--- config.mk ---
export PLATFORM = sky130hd
export DESIGN_NAME = id_queue_decode_flat
export DESIGN_NICKNAME = d
export VERILOG_FILES = /design/src/rtl/riscv_id_pkg.sv /design/src/rtl/id_queue_decode_if.sv /design/src/rtl/id_decode_comb.sv /design/src/rtl/id_queue_decode.sv /design/src/flat_wrapper.sv
export SDC_FILE = /design/constraint.sdc
export NUM_CORES = 1
export LEC_CHECK = 0
export CORE_MARGIN = 10
export CORE_UTILIZATION = 52
export DETAILED_ROUTE_END_ITERATION = 6
export PLACE_DENSITY_LB_ADDON = 0.08
export SYNTH_ARGS = -nofsm -noshare
export SYNTH_HDL_FRONTEND = slang
export SYNTH_HIERARCHICAL = 1
export SYNTH_SLANG_ARGS = --single-unit
export TNS_END_PERCENT = 50
--- constraint.sdc ---
create_clock -name clk -period 7.8 [get_ports clk]
set_input_delay 1.56 -clock clk [delete_from_list [all_inputs] [get_ports clk]]
set_output_delay 1.56 -clock clk [all_outputs]
set_load 0.02 [all_outputs]
--- src/rtl/riscv_id_pkg.sv ---
// Shared RV32I decode definitions: opcodes, funct fields, ALU encodings,
// immediate formats and the decoded-instruction record.
package riscv_id_pkg;

    // Major opcodes
    localparam logic [6:0] OP_LUI    = 7'b0110111;
    localparam logic [6:0] OP_AUIPC  = 7'b0010111;
    localparam logic [6:0] OP_JAL    = 7'b1101111;
    localparam logic [6:0] OP_JALR   = 7'b1100111;
    localparam logic [6:0] OP_BRANCH = 7'b1100011;
    localparam logic [6:0] OP_LOAD   = 7'b0000011;
    localparam logic [6:0] OP_STORE  = 7'b0100011;
    localparam logic [6:0] OP_IMM    = 7'b0010011;
    localparam logic [6:0] OP_OP     = 7'b0110011;

    // funct3 for OP / OP-IMM
    localparam logic [2:0] F3_ADD  = 3'b000;
    localparam logic [2:0] F3_SLL  = 3'b001;
    localparam logic [2:0] F3_SLT  = 3'b010;
    localparam logic [2:0] F3_SLTU = 3'b011;
    localparam logic [2:0] F3_XOR  = 3'b100;
    localparam logic [2:0] F3_SR   = 3'b101;
    localparam logic [2:0] F3_OR   = 3'b110;
    localparam logic [2:0] F3_AND  = 3'b111;

    // funct3 for branches
    localparam logic [2:0] F3_BEQ  = 3'b000;
    localparam logic [2:0] F3_BNE  = 3'b001;
    localparam logic [2:0] F3_BLT  = 3'b100;
    localparam logic [2:0] F3_BGE  = 3'b101;
    localparam logic [2:0] F3_BLTU = 3'b110;
    localparam logic [2:0] F3_BGEU = 3'b111;

    // funct3 for loads / stores
    localparam logic [2:0] F3_LB  = 3'b000;
    localparam logic [2:0] F3_LH  = 3'b001;
    localparam logic [2:0] F3_LW  = 3'b010;
    localparam logic [2:0] F3_LBU = 3'b100;
    localparam logic [2:0] F3_LHU = 3'b101;

    // funct7
    localparam logic [6:0] F7_BASE = 7'b0000000;
    localparam logic [6:0] F7_ALT  = 7'b0100000;

    localparam int AOP_W = 6;
    localparam int SEL_W = 3;

    typedef enum logic [AOP_W-1:0] {
        AOP_NOP, AOP_ADD, AOP_SUB, AOP_SLL, AOP_SLT, AOP_SLTU, AOP_XOR,
        AOP_SRL, AOP_SRA, AOP_OR, AOP_AND, AOP_LUI, AOP_AUIPC, AOP_JAL,
        AOP_JALR, AOP_BEQ, AOP_BNE, AOP_BLT, AOP_BGE, AOP_BLTU, AOP_BGEU,
        AOP_LB, AOP_LH, AOP_LW, AOP_LBU, AOP_LHU, AOP_SB, AOP_SH, AOP_SW
    } aluop_e;

    typedef enum logic [SEL_W-1:0] {
        SEL_NOP, SEL_LOGIC, SEL_SHIFT, SEL_ARITH,
        SEL_JUMP, SEL_BRANCH, SEL_LOAD, SEL_STORE
    } alusel_e;

    typedef enum logic [2:0] {
        IMM_NONE, IMM_I, IMM_SH, IMM_S, IMM_B, IMM_U, IMM_J
    } imm_fmt_e;

    typedef struct packed {
        aluop_e      aluop;
        alusel_e     alusel;
        logic [31:0] imm;
        logic        re1;
        logic        re2;
        logic        wreg;
        logic        illegal;
    } dec_t;

    // Assemble the 32-bit immediate of the given format.
    function automatic logic [31:0] gen_imm(input logic [31:0] inst, input imm_fmt_e fmt);
        case (fmt)
            IMM_I:   return {{20{inst[31]}}, inst[31:20]};
            IMM_SH:  return {27'b0, inst[24:20]};
            IMM_S:   return {{20{inst[31]}}, inst[31:25], inst[11:7]};
            IMM_B:   return {{19{inst[31]}}, inst[31], inst[7], inst[30:25], inst[11:8], 1'b0};
            IMM_U:   return {inst[31:12], 12'b0};
            IMM_J:   return {{11{inst[31]}}, inst[31], inst[19:12], inst[20], inst[30:21], 1'b0};
            default: return 32'b0;
        endcase
    endfunction

endpackage

--- src/rtl/id_queue_decode_if.sv ---
// Fetch-to-queue handshake: IF is the master, the decode queue the slave.
interface id_queue_decode_if #(parameter int XLEN = 32);
    logic            if_valid;
    logic [XLEN-1:0] if_pc;
    logic [31:0]     if_inst;
    logic            if_jmp;
    logic            if_ready;

    modport master (output if_valid, if_pc, if_inst, if_jmp, input if_ready);
    modport slave  (input if_valid, if_pc, if_inst, if_jmp, output if_ready);
endinterface

--- src/rtl/id_decode_comb.sv ---
// Pure combinational RV32I decode of one instruction word.
module id_decode_comb
    import riscv_id_pkg::*;
(
    input  logic [31:0] i_inst,
    output dec_t        o_dec
);

    logic [6:0] w_opcode;
    logic [2:0] w_f3;
    logic [6:0] w_f7;

    aluop_e   w_aluop;
    alusel_e  w_sel;
    imm_fmt_e w_fmt;
    logic     w_re1;
    logic     w_re2;
    logic     w_wreg;
    logic     w_ill;

    assign w_opcode = i_inst[6:0];
    assign w_f3     = i_inst[14:12];
    assign w_f7     = i_inst[31:25];

    // Classify the opcode/funct fields; unknown encodings collapse to a NOP.
    always_comb begin
        // NOTE: every signal gets a default before the case so no path can leave it unassigned and infer a latch.
        w_aluop = AOP_NOP;
        w_sel   = SEL_NOP;
        w_fmt   = IMM_NONE;
        w_re1   = 1'b0;
        w_re2   = 1'b0;
        w_wreg  = 1'b0;
        w_ill   = 1'b0;
        case (w_opcode)
            OP_LUI: begin
                w_aluop = AOP_LUI; w_sel = SEL_ARITH; w_fmt = IMM_U; w_wreg = 1'b1;
            end
            OP_AUIPC: begin
                w_aluop = AOP_AUIPC; w_sel = SEL_ARITH; w_fmt = IMM_U; w_wreg = 1'b1;
            end
            OP_JAL: begin
                w_aluop = AOP_JAL; w_sel = SEL_JUMP; w_fmt = IMM_J; w_wreg = 1'b1;
            end
            OP_JALR: begin
                w_aluop = AOP_JALR; w_sel = SEL_JUMP; w_fmt = IMM_I; w_re1 = 1'b1; w_wreg = 1'b1;
                w_ill   = (w_f3 != 3'b000);
            end
            OP_BRANCH: begin
                w_sel = SEL_BRANCH; w_fmt = IMM_B; w_re1 = 1'b1; w_re2 = 1'b1;
                case (w_f3)
                    F3_BEQ:  w_aluop = AOP_BEQ;
                    F3_BNE:  w_aluop = AOP_BNE;
                    F3_BLT:  w_aluop = AOP_BLT;
                    F3_BGE:  w_aluop = AOP_BGE;
                    F3_BLTU: w_aluop = AOP_BLTU;
                    F3_BGEU: w_aluop = AOP_BGEU;
                    default: w_ill   = 1'b1;
                endcase
            end
            OP_LOAD: begin
                w_sel = SEL_LOAD; w_fmt = IMM_I; w_re1 = 1'b1; w_wreg = 1'b1;
                case (w_f3)
                    F3_LB:   w_aluop = AOP_LB;
                    F3_LH:   w_aluop = AOP_LH;
                    F3_LW:   w_aluop = AOP_LW;
                    F3_LBU:  w_aluop = AOP_LBU;
                    F3_LHU:  w_aluop = AOP_LHU;
                    default: w_ill   = 1'b1;
                endcase
            end
            OP_STORE: begin
                w_sel = SEL_STORE; w_fmt = IMM_S; w_re1 = 1'b1; w_re2 = 1'b1;
                case (w_f3)
                    3'b000:  w_aluop = AOP_SB;
                    3'b001:  w_aluop = AOP_SH;
                    3'b010:  w_aluop = AOP_SW;
                    default: w_ill   = 1'b1;
                endcase
            end
            OP_IMM: begin
                w_fmt = IMM_I; w_re1 = 1'b1; w_wreg = 1'b1; w_sel = SEL_ARITH;
                case (w_f3)
                    F3_ADD:  w_aluop = AOP_ADD;
                    F3_SLT:  w_aluop = AOP_SLT;
                    F3_SLTU: w_aluop = AOP_SLTU;
                    F3_XOR:  begin w_aluop = AOP_XOR; w_sel = SEL_LOGIC; end
                    F3_OR:   begin w_aluop = AOP_OR;  w_sel = SEL_LOGIC; end
                    F3_AND:  begin w_aluop = AOP_AND; w_sel = SEL_LOGIC; end
                    F3_SLL: begin
                        w_aluop = AOP_SLL; w_sel = SEL_SHIFT; w_fmt = IMM_SH;
                        w_ill   = (w_f7 != F7_BASE);
                    end
                    default: begin // F3_SR
                        w_sel = SEL_SHIFT; w_fmt = IMM_SH;
                        if (w_f7 == F7_BASE)     w_aluop = AOP_SRL;
                        else if (w_f7 == F7_ALT) w_aluop = AOP_SRA;
                        else                     w_ill   = 1'b1;
                    end
                endcase
            end
            OP_OP: begin
                w_re1 = 1'b1; w_re2 = 1'b1; w_wreg = 1'b1; w_sel = SEL_ARITH;
                if (w_f7 == F7_BASE) begin
                    case (w_f3)
                        F3_ADD:  w_aluop = AOP_ADD;
                        F3_SLT:  w_aluop = AOP_SLT;
                        F3_SLTU: w_aluop = AOP_SLTU;
                        F3_XOR:  begin w_aluop = AOP_XOR; w_sel = SEL_LOGIC; end
                        F3_OR:   begin w_aluop = AOP_OR;  w_sel = SEL_LOGIC; end
                        F3_AND:  begin w_aluop = AOP_AND; w_sel = SEL_LOGIC; end
                        F3_SLL:  begin w_aluop = AOP_SLL; w_sel = SEL_SHIFT; end
                        default: begin w_aluop = AOP_SRL; w_sel = SEL_SHIFT; end
                    endcase
                end else if (w_f7 == F7_ALT && w_f3 == F3_ADD) begin
                    w_aluop = AOP_SUB;
                end else if (w_f7 == F7_ALT && w_f3 == F3_SR) begin
                    w_aluop = AOP_SRA; w_sel = SEL_SHIFT;
                end else begin
                    w_ill = 1'b1;
                end
            end
            default: w_ill = 1'b1;
        endcase

        // An illegal encoding must not read or write registers.
        if (w_ill) begin
            w_aluop = AOP_NOP;
            w_sel   = SEL_NOP;
            w_fmt   = IMM_NONE;
            w_re1   = 1'b0;
            w_re2   = 1'b0;
            w_wreg  = 1'b0;
        end
    end

    assign o_dec = '{aluop:   w_aluop,
                     alusel:  w_sel,
                     imm:     gen_imm(i_inst, w_fmt),
                     re1:     w_re1,
                     re2:     w_re2,
                     wreg:    w_wreg,
                     illegal: w_ill};

endmodule

--- src/rtl/id_queue_decode.sv ---
// Decode stage: instruction queue from IF, head decode with operand
// forwarding, hazard hold, and a registered valid/ready output to EX.
module id_queue_decode
    import riscv_id_pkg::*;
#(
    parameter int XLEN   = 32,
    parameter int DEPTH  = 4,
    parameter int FWD_EN = 1,
    parameter int CNT_W  = 32
)(
    input  logic             clk,
    input  logic             rst,
    input  logic             rdy,
    input  logic             flush,
    id_queue_decode_if.slave fetch,
    output logic [4:0]       rs1_addr_o,
    output logic [4:0]       rs2_addr_o,
    input  logic [XLEN-1:0]  rs1_data_i,
    input  logic [XLEN-1:0]  rs2_data_i,
    input  logic             ex_wreg_i,
    input  logic             ex_loading_i,
    input  logic [4:0]       ex_wd_i,
    input  logic [XLEN-1:0]  ex_wdata_i,
    input  logic             mem_wreg_i,
    input  logic [4:0]       mem_wd_i,
    input  logic [XLEN-1:0]  mem_wdata_i,
    output logic             out_valid,
    input  logic             out_ready,
    output logic [AOP_W-1:0] aluop_o,
    output logic [SEL_W-1:0] alusel_o,
    output logic [XLEN-1:0]  reg1_o,
    output logic [XLEN-1:0]  reg2_o,
    output logic [XLEN-1:0]  offset_o,
    output logic [4:0]       wd_o,
    output logic             wreg_o,
    output logic [XLEN-1:0]  pc_o,
    output logic             jmp_o,
    output logic             illegal_o,
    output logic             hazard_stall_o,
    output logic [CNT_W-1:0] hazard_cnt_o
);

    localparam int            PW      = $clog2(DEPTH);
    localparam logic [PW:0]   PTR_ONE = 1;
    localparam logic [CNT_W-1:0] CNT_ONE = 1;

    // Queue storage and pointers (extra MSB distinguishes full from empty)
    logic [XLEN-1:0] r_q_pc   [DEPTH];
    logic [31:0]     r_q_inst [DEPTH];
    logic            r_q_jmp  [DEPTH];
    logic [PW:0]     r_wptr;
    logic [PW:0]     r_rptr;

    // Output register
    logic            r_out_valid;
    aluop_e          r_aluop;
    alusel_e         r_alusel;
    logic [XLEN-1:0] r_reg1;
    logic [XLEN-1:0] r_reg2;
    logic [XLEN-1:0] r_offset;
    logic [4:0]      r_wd;
    logic            r_wreg;
    logic [XLEN-1:0] r_pc;
    logic            r_jmp;
    logic            r_illegal;
    logic [CNT_W-1:0] r_hazard_cnt;

    logic            w_full;
    logic            w_empty;
    logic            w_push;
    logic            w_pop;
    logic [31:0]     w_head_inst;
    logic [XLEN-1:0] w_head_pc;
    logic            w_head_jmp;
    dec_t            w_dec;
    logic [4:0]      w_rs1;
    logic [4:0]      w_rs2;
    logic [4:0]      w_rd;
    logic [XLEN-1:0] w_imm;
    logic            w_ex_hit;
    logic            w_mem_hit;
    logic            w_h_out;
    logic            w_h_load;
    logic            w_h_nofwd;
    logic            w_hazard;
    logic [XLEN-1:0] w_op1;
    logic [XLEN-1:0] w_op2;

    // x0 reads zero, then the youngest producer (EX) wins over MEM and the regfile.
    function automatic logic [XLEN-1:0] resolve(
        input logic [4:0]      rs,
        input logic [XLEN-1:0] rf,
        input logic            exw,
        input logic [4:0]      exd,
        input logic [XLEN-1:0] exv,
        input logic            memw,
        input logic [4:0]      memd,
        input logic [XLEN-1:0] memv
    );
        if (rs == 5'd0)                return '0;
        else if (exw && exd == rs)     return exv;
        else if (memw && memd == rs)   return memv;
        else                           return rf;
    endfunction

    assign w_empty = (r_wptr == r_rptr);
    assign w_full  = (r_wptr[PW] != r_rptr[PW]) && (r_wptr[PW-1:0] == r_rptr[PW-1:0]);

    assign fetch.if_ready = !w_full;

    assign w_head_inst = r_q_inst[r_rptr[PW-1:0]];
    assign w_head_pc   = r_q_pc[r_rptr[PW-1:0]];
    assign w_head_jmp  = r_q_jmp[r_rptr[PW-1:0]];

    id_decode_comb u_dec (
        .i_inst (w_head_inst),
        .o_dec  (w_dec)
    );

    assign w_rs1      = w_head_inst[19:15];
    assign w_rs2      = w_head_inst[24:20];
    assign w_rd       = w_head_inst[11:7];
    assign rs1_addr_o = w_rs1;
    assign rs2_addr_o = w_rs2;
    assign w_imm      = XLEN'($signed(w_dec.imm));

    assign w_ex_hit  = (w_dec.re1 && w_rs1 == ex_wd_i)  || (w_dec.re2 && w_rs2 == ex_wd_i);
    assign w_mem_hit = (w_dec.re1 && w_rs1 == mem_wd_i) || (w_dec.re2 && w_rs2 == mem_wd_i);

    assign w_h_out   = r_out_valid && r_wreg && (r_wd != 5'd0) &&
                       ((w_dec.re1 && w_rs1 == r_wd) || (w_dec.re2 && w_rs2 == r_wd));
    assign w_h_load  = ex_loading_i && (ex_wd_i != 5'd0) && w_ex_hit;
    assign w_h_nofwd = (FWD_EN == 0) &&
                       ((ex_wreg_i  && (ex_wd_i  != 5'd0) && w_ex_hit) ||
                        (mem_wreg_i && (mem_wd_i != 5'd0) && w_mem_hit));

    assign w_hazard = !flush && !w_empty && (w_h_out || w_h_load || w_h_nofwd);
    assign w_push   = !flush && fetch.if_valid && !w_full;
    assign w_pop    = !flush && !w_empty && !w_hazard && (!r_out_valid || out_ready);

    assign w_op1 = resolve(w_rs1, rs1_data_i, ex_wreg_i, ex_wd_i, ex_wdata_i,
                           mem_wreg_i, mem_wd_i, mem_wdata_i);
    assign w_op2 = resolve(w_rs2, rs2_data_i, ex_wreg_i, ex_wd_i, ex_wdata_i,
                           mem_wreg_i, mem_wd_i, mem_wdata_i);

    // Write accepted fetch beats into the circular buffer.
    always_ff @(posedge clk) begin
        // NOTE: queue storage has no reset; the pointers alone define which entries are live.
        if (rdy && w_push) begin
            r_q_pc[r_wptr[PW-1:0]]   <= fetch.if_pc;
            r_q_inst[r_wptr[PW-1:0]] <= fetch.if_inst;
            r_q_jmp[r_wptr[PW-1:0]]  <= fetch.if_jmp;
        end
    end

    // Advance read/write pointers; flush empties the queue.
    always_ff @(posedge clk) begin
        // NOTE: sequential state uses non-blocking assignments so every register samples pre-edge values.
        if (rst) begin
            r_wptr <= '0;
            r_rptr <= '0;
        end else if (rdy) begin
            if (flush) begin
                r_wptr <= '0;
                r_rptr <= '0;
            end else begin
                if (w_push) r_wptr <= r_wptr + PTR_ONE;
                if (w_pop)  r_rptr <= r_rptr + PTR_ONE;
            end
        end
    end

    // Capture the decoded head on pop, drop valid once EX has taken it.
    always_ff @(posedge clk) begin
        if (rst) begin
            r_out_valid <= 1'b0;
            r_aluop     <= AOP_NOP;
            r_alusel    <= SEL_NOP;
            r_reg1      <= '0;
            r_reg2      <= '0;
            r_offset    <= '0;
            r_wd        <= '0;
            r_wreg      <= 1'b0;
            r_pc        <= '0;
            r_jmp       <= 1'b0;
            r_illegal   <= 1'b0;
        end else if (rdy) begin
            if (flush) begin
                r_out_valid <= 1'b0;
            end else if (w_pop) begin
                r_out_valid <= 1'b1;
                r_aluop     <= w_dec.aluop;
                r_alusel    <= w_dec.alusel;
                r_reg1      <= w_dec.re1 ? w_op1 : w_imm;
                r_reg2      <= w_dec.re2 ? w_op2 : w_imm;
                r_offset    <= w_imm;
                r_wd        <= w_rd;
                r_wreg      <= w_dec.wreg;
                r_pc        <= w_head_pc;
                r_jmp       <= w_head_jmp;
                r_illegal   <= w_dec.illegal;
            end else if (out_ready) begin
                r_out_valid <= 1'b0;
            end
        end
    end

    // Count hazard stall cycles; survives flush and wraps naturally.
    always_ff @(posedge clk) begin
        if (rst) begin
            r_hazard_cnt <= '0;
        end else if (rdy && w_hazard) begin
            r_hazard_cnt <= r_hazard_cnt + CNT_ONE;
        end
    end

    assign out_valid      = r_out_valid;
    assign aluop_o        = r_aluop;
    assign alusel_o       = r_alusel;
    assign reg1_o         = r_reg1;
    assign reg2_o         = r_reg2;
    assign offset_o       = r_offset;
    assign wd_o           = r_wd;
    assign wreg_o         = r_wreg;
    assign pc_o           = r_pc;
    assign jmp_o          = r_jmp;
    assign illegal_o      = r_illegal;
    assign hazard_stall_o = w_hazard;
    assign hazard_cnt_o   = r_hazard_cnt;

endmodule
--- src/flat_wrapper.sv ---
// flat-port wrapper written by rule: the top's interface ports become plain ports
module id_queue_decode_flat import riscv_id_pkg::*;
#(
    parameter int XLEN   = 32,
    parameter int DEPTH  = 4,
    parameter int FWD_EN = 1,
    parameter int CNT_W  = 32
)
  (clk, rst, rdy, flush, rs1_addr_o, rs2_addr_o, rs1_data_i, rs2_data_i, ex_wreg_i, ex_loading_i, ex_wd_i, ex_wdata_i, mem_wreg_i, mem_wd_i, mem_wdata_i, out_valid, out_ready, aluop_o, alusel_o, reg1_o, reg2_o, offset_o, wd_o, wreg_o, pc_o, jmp_o, illegal_o, hazard_stall_o, hazard_cnt_o, fetch_if_valid, fetch_if_pc, fetch_if_inst, fetch_if_jmp, fetch_if_ready);
  id_queue_decode_if #(.XLEN(XLEN)) fetch_i ();
  input  logic clk;
  input  logic rst;
  input  logic rdy;
  input  logic flush;
  output logic [4:0] rs1_addr_o;
  output logic [4:0] rs2_addr_o;
  input  logic [XLEN-1:0] rs1_data_i;
  input  logic [XLEN-1:0] rs2_data_i;
  input  logic ex_wreg_i;
  input  logic ex_loading_i;
  input  logic [4:0] ex_wd_i;
  input  logic [XLEN-1:0] ex_wdata_i;
  input  logic mem_wreg_i;
  input  logic [4:0] mem_wd_i;
  input  logic [XLEN-1:0] mem_wdata_i;
  output logic out_valid;
  input  logic out_ready;
  output logic [AOP_W-1:0] aluop_o;
  output logic [SEL_W-1:0] alusel_o;
  output logic [XLEN-1:0] reg1_o;
  output logic [XLEN-1:0] reg2_o;
  output logic [XLEN-1:0] offset_o;
  output logic [4:0] wd_o;
  output logic wreg_o;
  output logic [XLEN-1:0] pc_o;
  output logic jmp_o;
  output logic illegal_o;
  output logic hazard_stall_o;
  output logic [CNT_W-1:0] hazard_cnt_o;
  input wire logic [$bits(fetch_i.if_valid)-1:0] fetch_if_valid;
  input wire logic [$bits(fetch_i.if_pc)-1:0] fetch_if_pc;
  input wire logic [$bits(fetch_i.if_inst)-1:0] fetch_if_inst;
  input wire logic [$bits(fetch_i.if_jmp)-1:0] fetch_if_jmp;
  output wire logic [$bits(fetch_i.if_ready)-1:0] fetch_if_ready;
  assign fetch_i.if_valid = fetch_if_valid;
  assign fetch_i.if_pc = fetch_if_pc;
  assign fetch_i.if_inst = fetch_if_inst;
  assign fetch_i.if_jmp = fetch_if_jmp;
  assign fetch_if_ready = fetch_i.if_ready;
  id_queue_decode #(.XLEN(XLEN), .DEPTH(DEPTH), .FWD_EN(FWD_EN), .CNT_W(CNT_W)) u_core (.clk(clk), .rst(rst), .rdy(rdy), .flush(flush), .fetch(fetch_i), .rs1_addr_o(rs1_addr_o), .rs2_addr_o(rs2_addr_o), .rs1_data_i(rs1_data_i), .rs2_data_i(rs2_data_i), .ex_wreg_i(ex_wreg_i), .ex_loading_i(ex_loading_i), .ex_wd_i(ex_wd_i), .ex_wdata_i(ex_wdata_i), .mem_wreg_i(mem_wreg_i), .mem_wd_i(mem_wd_i), .mem_wdata_i(mem_wdata_i), .out_valid(out_valid), .out_ready(out_ready), .aluop_o(aluop_o), .alusel_o(alusel_o), .reg1_o(reg1_o), .reg2_o(reg2_o), .offset_o(offset_o), .wd_o(wd_o), .wreg_o(wreg_o), .pc_o(pc_o), .jmp_o(jmp_o), .illegal_o(illegal_o), .hazard_stall_o(hazard_stall_o), .hazard_cnt_o(hazard_cnt_o));
endmodule
---- Word-level counts from Yosys, hierarchy flattened ----
Memory sizes are Yosys's and may differ from the RTL's. A register that Yosys moved wholly into a read port is not among the register bits.
Index checks and enable logic that the tools add are counted.
operators by class
  bitwise logic cells ..................... 1
  reduce and logical (&&, ||, !) cells .... 61
  add/subtract/negate cells ............... 3
  eq/ne operators ......................... 34
  mux-type cells .......................... 57
operator list
  kind                     number
  $mux W32                 8
  $pmux W32 S6             1
  $pmux W4 S7              2
  $pmux W6 S9              1
  $eq A5 B5 Y1             8
  $add A32 B1 Y32 const B  1
  $pmux W5 S6              1
  $eq A7 B6 Y1 const B     4
  $pmux W5 S5              1
  $logic_and A1 B1 Y1      24
  $eq A3 B3 Y1 const B     7
  $eq A7 B7 Y1 const B     3
  $mux W1                  21
  $mux W3                  7
  $pmux W3 S7              1
  $pmux W3 S6              1
  $reduce_or A6 Y1         3
  $mux W4                  4
  $pmux W5 S3              1
  $reduce_or A3 Y1         5
  $eq A7 B5 Y1 const B     2
  $eq A3 B2 Y1 const B     4
  $mux W6                  2
  $logic_not A5 Y1         2
  other kinds (24)         42
storage, ports and cells
  input bits .............................. 212
  output and inout bits ................... 190
  word-level logic and storage cells ...... 171
  bits in registers ....................... 151
  memories kept ........................... 3
  RAM bits ................................ 260
memories
  name             words  bits a word  rd ports  clocked after memory_dff  write ports  RTL line               RTL
  u_core.r_q_inst  4      32           1         1                         1            id_queue_decode.sv:49  logic [31:0] r_q_inst [DEPTH];
  u_core.r_q_pc    4      32           1         1                         1            id_queue_decode.sv:48  logic [XLEN-1:0] r_q_pc [DEPTH];
  u_core.r_q_jmp   4      1            1         1                         1            id_queue_decode.sv:50  logic r_q_jmp [DEPTH];

---- Longest topological paths before layout ----
  depth after elaboration ................. 19
  mapped depth ............................ 21
  depth with buffers taken out ............ 11

---- Modules after synthesis ----
The synthesis kept the hierarchy.
modules (own cells, without submodules)
  module           instances  area each (um^2)  seq. area each (um^2)  cells an instance
  id_queue_decode  1          18,756.7          11,531.1               1,427
  id_decode_comb   1          1,415.1           0.0                    229

---- Least setup slack after synthesis ----
Ideal clock, no wire load.
  kind .................................... reg-to-output
  from .................................... register with a tool-made name
  to ...................................... output port hazard_stall_o
  stages on the path, launching flop included .. 19
  data arrival time ....................... 5.070 ns
  setup slack ............................. 1.170 ns
  buffers on the path ..................... 8
  path through ............................ dfxtp_1 -> buf_6 -> buf_6 -> buf_1 -> buf_1 -> mux4_2 -> or4b_1 -> nand3_1 -> a211o_2 -> nand3_2 -> a2111oi_2 -> buf_4 -> nand2_1 -> o22a_1 -> o211a_1 -> buf_6 -> clkbuf_1 -> clkbuf_1 -> nor3_1
RTL lines
  what           RTL line            RTL
  end, declared  flat_wrapper.sv:38  output logic hazard_stall_o;

==> flow_summary.ini <==
[outcome]
status = finished with violations
violations = design-rule violations

[synthesis]
synth_top_cells_by_area = edfxtp_1, dfxtp_1, mux4_2
avgSynthCellArea_um2 = 12.2
synth_edf_count = 260
synth_nets = 1874
synth_top_area_share_pct = 38.7
synth_common_cells = edfxtp_1, a21oi_1, dfxtp_1, o21ai_0, clkbuf_1
synthCells = 1656
yosys_warnings = 6
syn_area_mm2 = 0.0202
synth_top_flop_cell = edfxtp_1
yosysMostFrequentCell = edfxtp_1
yosys.area.top_type = edfxtp_1
synth_seq_cells = 446
ys_seq_area_share_pct = 57.2
synthArstFlopShare_pct = 0
yosysUniqueCellTypes = 77

[critical_path]
crit_path_cell_trace = buf_4, mux4_2, and3b_1, o211ai_1, a21oi_2, nand3_2, a2111oi_2, nand4_1, o211a_4, nor3_1, clkdlybuf4s50_1
end_kind = output pin
cp.required_ps = 6240
cp_max_fo = 17
critPathBufInv = 2
critPathCapture = hazard_stall_o
worstSetupPathType = reg2out
r2r_cells = 12
cp.arrival_ps = 5400
cp_num_cells = 11
startpoint_type = flip-flop
cpLargestDelayFamily = compound AO/OA/AOI/OAI gates
critPathMaxStageDelay_ps = 700
r2r_slack_ps = 2420
slowest_stage = mux4_2
r2r-end = u_core/reg2_o[0]

[global_routing]
antenna_found_initial = 12
grt_max_degree = 208
grt_pass1_wl_mm = 103
grt_pass1_vias = 15600
grt-ovfl-total = 0
grt_usage_pct = 28.7

[cells_and_area]
nFillCells = 2878
drive_gt1_share_pct = 12.9
seqCellArea_mm2 = 0.0115
post-route-util_pct = 67.2
multi_input_area_mm2 = 0.00781
fin_cells = 2521
syn2layout_area_growth_pct = 28.1
final_nets = 2177

[timing]
totalNegativeSetupSlack_ps = 0
finalCritPeriodShare_pct = 89.2
finalSetupViolations = 0
rsz0062_at_grt = false
tightestPinTransition_ps = 1200
hold_viol_final = 0
slew_headroom_pct = 20.2
clock.fmax_mhz = 144
finalCriticalPeriod_ps = 6960
slew_viol_final = 0
skew_ps = 29.0

[drt]
ant_nets = 0
drt_iter0_drc = 2310
firstDrtPassIters = 7
via_per_inst = 6.47
num_vias = 16300
avgRoutedWirePerCell_um = 28.0
routed_wl_mm = 70.6
drc_errors = 35

[placed_design]
place_inst = 2429
dpl.hpwl_mm = 48.1
place.gp.congestion = 0.913
numPortBuffers = 401

[die]
io_pins = 402
die_h_um = 217
initial_core_util_pct = 52.4
dieArea_mm2 = 0.0471
fp.dieW_um = 217
core-area_mm2 = 0.0385
core.rowCount = 72

[cts]
clockBufferDepth = 3
cts_sinks = 446
cts_root_buf = clkbuf_16
cts_inserted_buffers = 46
post-cts-setup-buffers = 0
tritoncts = yes
hold_buffers = 0
htree_levels = 2
insertion_delay_ps = 600
clk_pin_slew_ps = 60
postCtsResizedCells = 0

[power]
power.leakage_nw = 7.90
total_power_mw = 5.06
irDropWorstVdd_mv = 0.291
cellPowerDensity_mw_per_mm2 = 196

[worst_hold_path]
min_path_type = reg2reg

[run]
maxCapViolCount = 0
==> layout by cell type (no fill, tap or decap), drive strengths merged, types with 26 or more instances in the layout <==
cell           count
clkdlybuf4s50    400
a211oi            66
mux4              65
edfxtp           260
buf               26
o31ai             29
a21oi            206
inv               32
nand3            104
o21ai            123
clkbuf            61
dfxtp            186
mux2              64
nor2              26
or4               28
a222oi            64
nand2             34
==> where the power goes <==
part	switching [mW]	internal [mW]
registers	0.0131	2.51
logic	0.178	0.180
clock network	0.943	1.24
==> worst min-delay path by stage <==
stage	start	to	slack (ps)	cells after the start
6_report	u_core/pc_o[21]	u_core/pc_o[21]	470	2
5_1_grt	u_core/offset_o[17]	u_core/offset_o[17]	490	2
4_1_cts	u_core/pc_o[18]	u_core/pc_o[18]	470	2
3_5_place_dp	u_core/offset_o[17]	u_core/offset_o[17]	470	2
3_3_place_gp	u_core/offset_o[13]	u_core/offset_o[13]	460	2
2_1_floorplan	u_core/r_wptr[2]	u_core/r_wptr[2]	470	2
==> worst register-to-register path, cell delays in order (launching register included) <==
cell and delay, ps:
dfxtp_2 690, buf_4 320, mux4_2 700, and3b_1 400, o211ai_1 150, a21oi_2 250, nand3_2 120, a2111oi_2 670
o21ai_1 250, nor2_2 930, buf_4 380, a222oi_1 100, a211oi_1 320
==> per-layer routing <==
layer  vias to the layer above  global-route usage (%)  wire, um
met5                         -                       0        66
met4                        10                    11.6      2330
met3                       120                    8.75      8130
met2                       928                    44.2     32800
met1                      8078                    37.3     27300
li1                       7181                       -         -
==> cell families (layout without fill, tap and decap cells) <==
logic type | count (synthesis) | after routing | share of synthesized area, %
AOI/OAI and AO/OA | 537 | 537 | 17.2
muxes | 131 | 131 | 10.9
buffers and inverters | 203 | 543 | 4.47
and+or+nand+nor | 296 | 296 | 8.27
DFF | 446 | 446 | 57.2
adders and majority gates | 7 | 7 | 0.422
xor gates and xnor gates | 35 | 35 | 1.56
other | 1 | 8 | 0.0186
==> stage by stage <==
| stage | setup WS [ps] | area (um2) | hold WS, ps |
|---|---|---|---|
| 3_3_place_gp | 1490 | 24300 | 461 |
| 4_1_cts | 841 | 25800 | 474 |
| 5_1_grt | 526 | 25800 | 493 |
| 6_report | 839 | 25800 | 474 |
| 2_1_floorplan | 1170 | 20200 | 469 |
| 3_5_place_dp | 1450 | 24300 | 466 |
==> final cells by class <==
type                            instances  area share [%]
Antenna cell                            7          0.0678
Clock buffer                           61            4.83
Clock inverter                         24           0.964
Inverter                               32           0.465
Multi-Input combinational cell       1007            30.2
Sequential cell                       446            44.6
Tap cell                              518            2.51
Timing Repair Buffer                  426            16.3
==> flip-flops by register name, indices dropped and copies added (netlist names), 6 cells and up, named ones only <==
signal / cells
u_core/offset_o: 32
u_core/pc_o: 32
u_core/reg2_o: 32
u_core/r_q_pc: 128
u_core/r_q_inst: 128
u_core/reg1_o: 32
u_core/hazard_cnt_o: 32
u_core/aluop_o: 6
(Power assumes the default switching activity.)
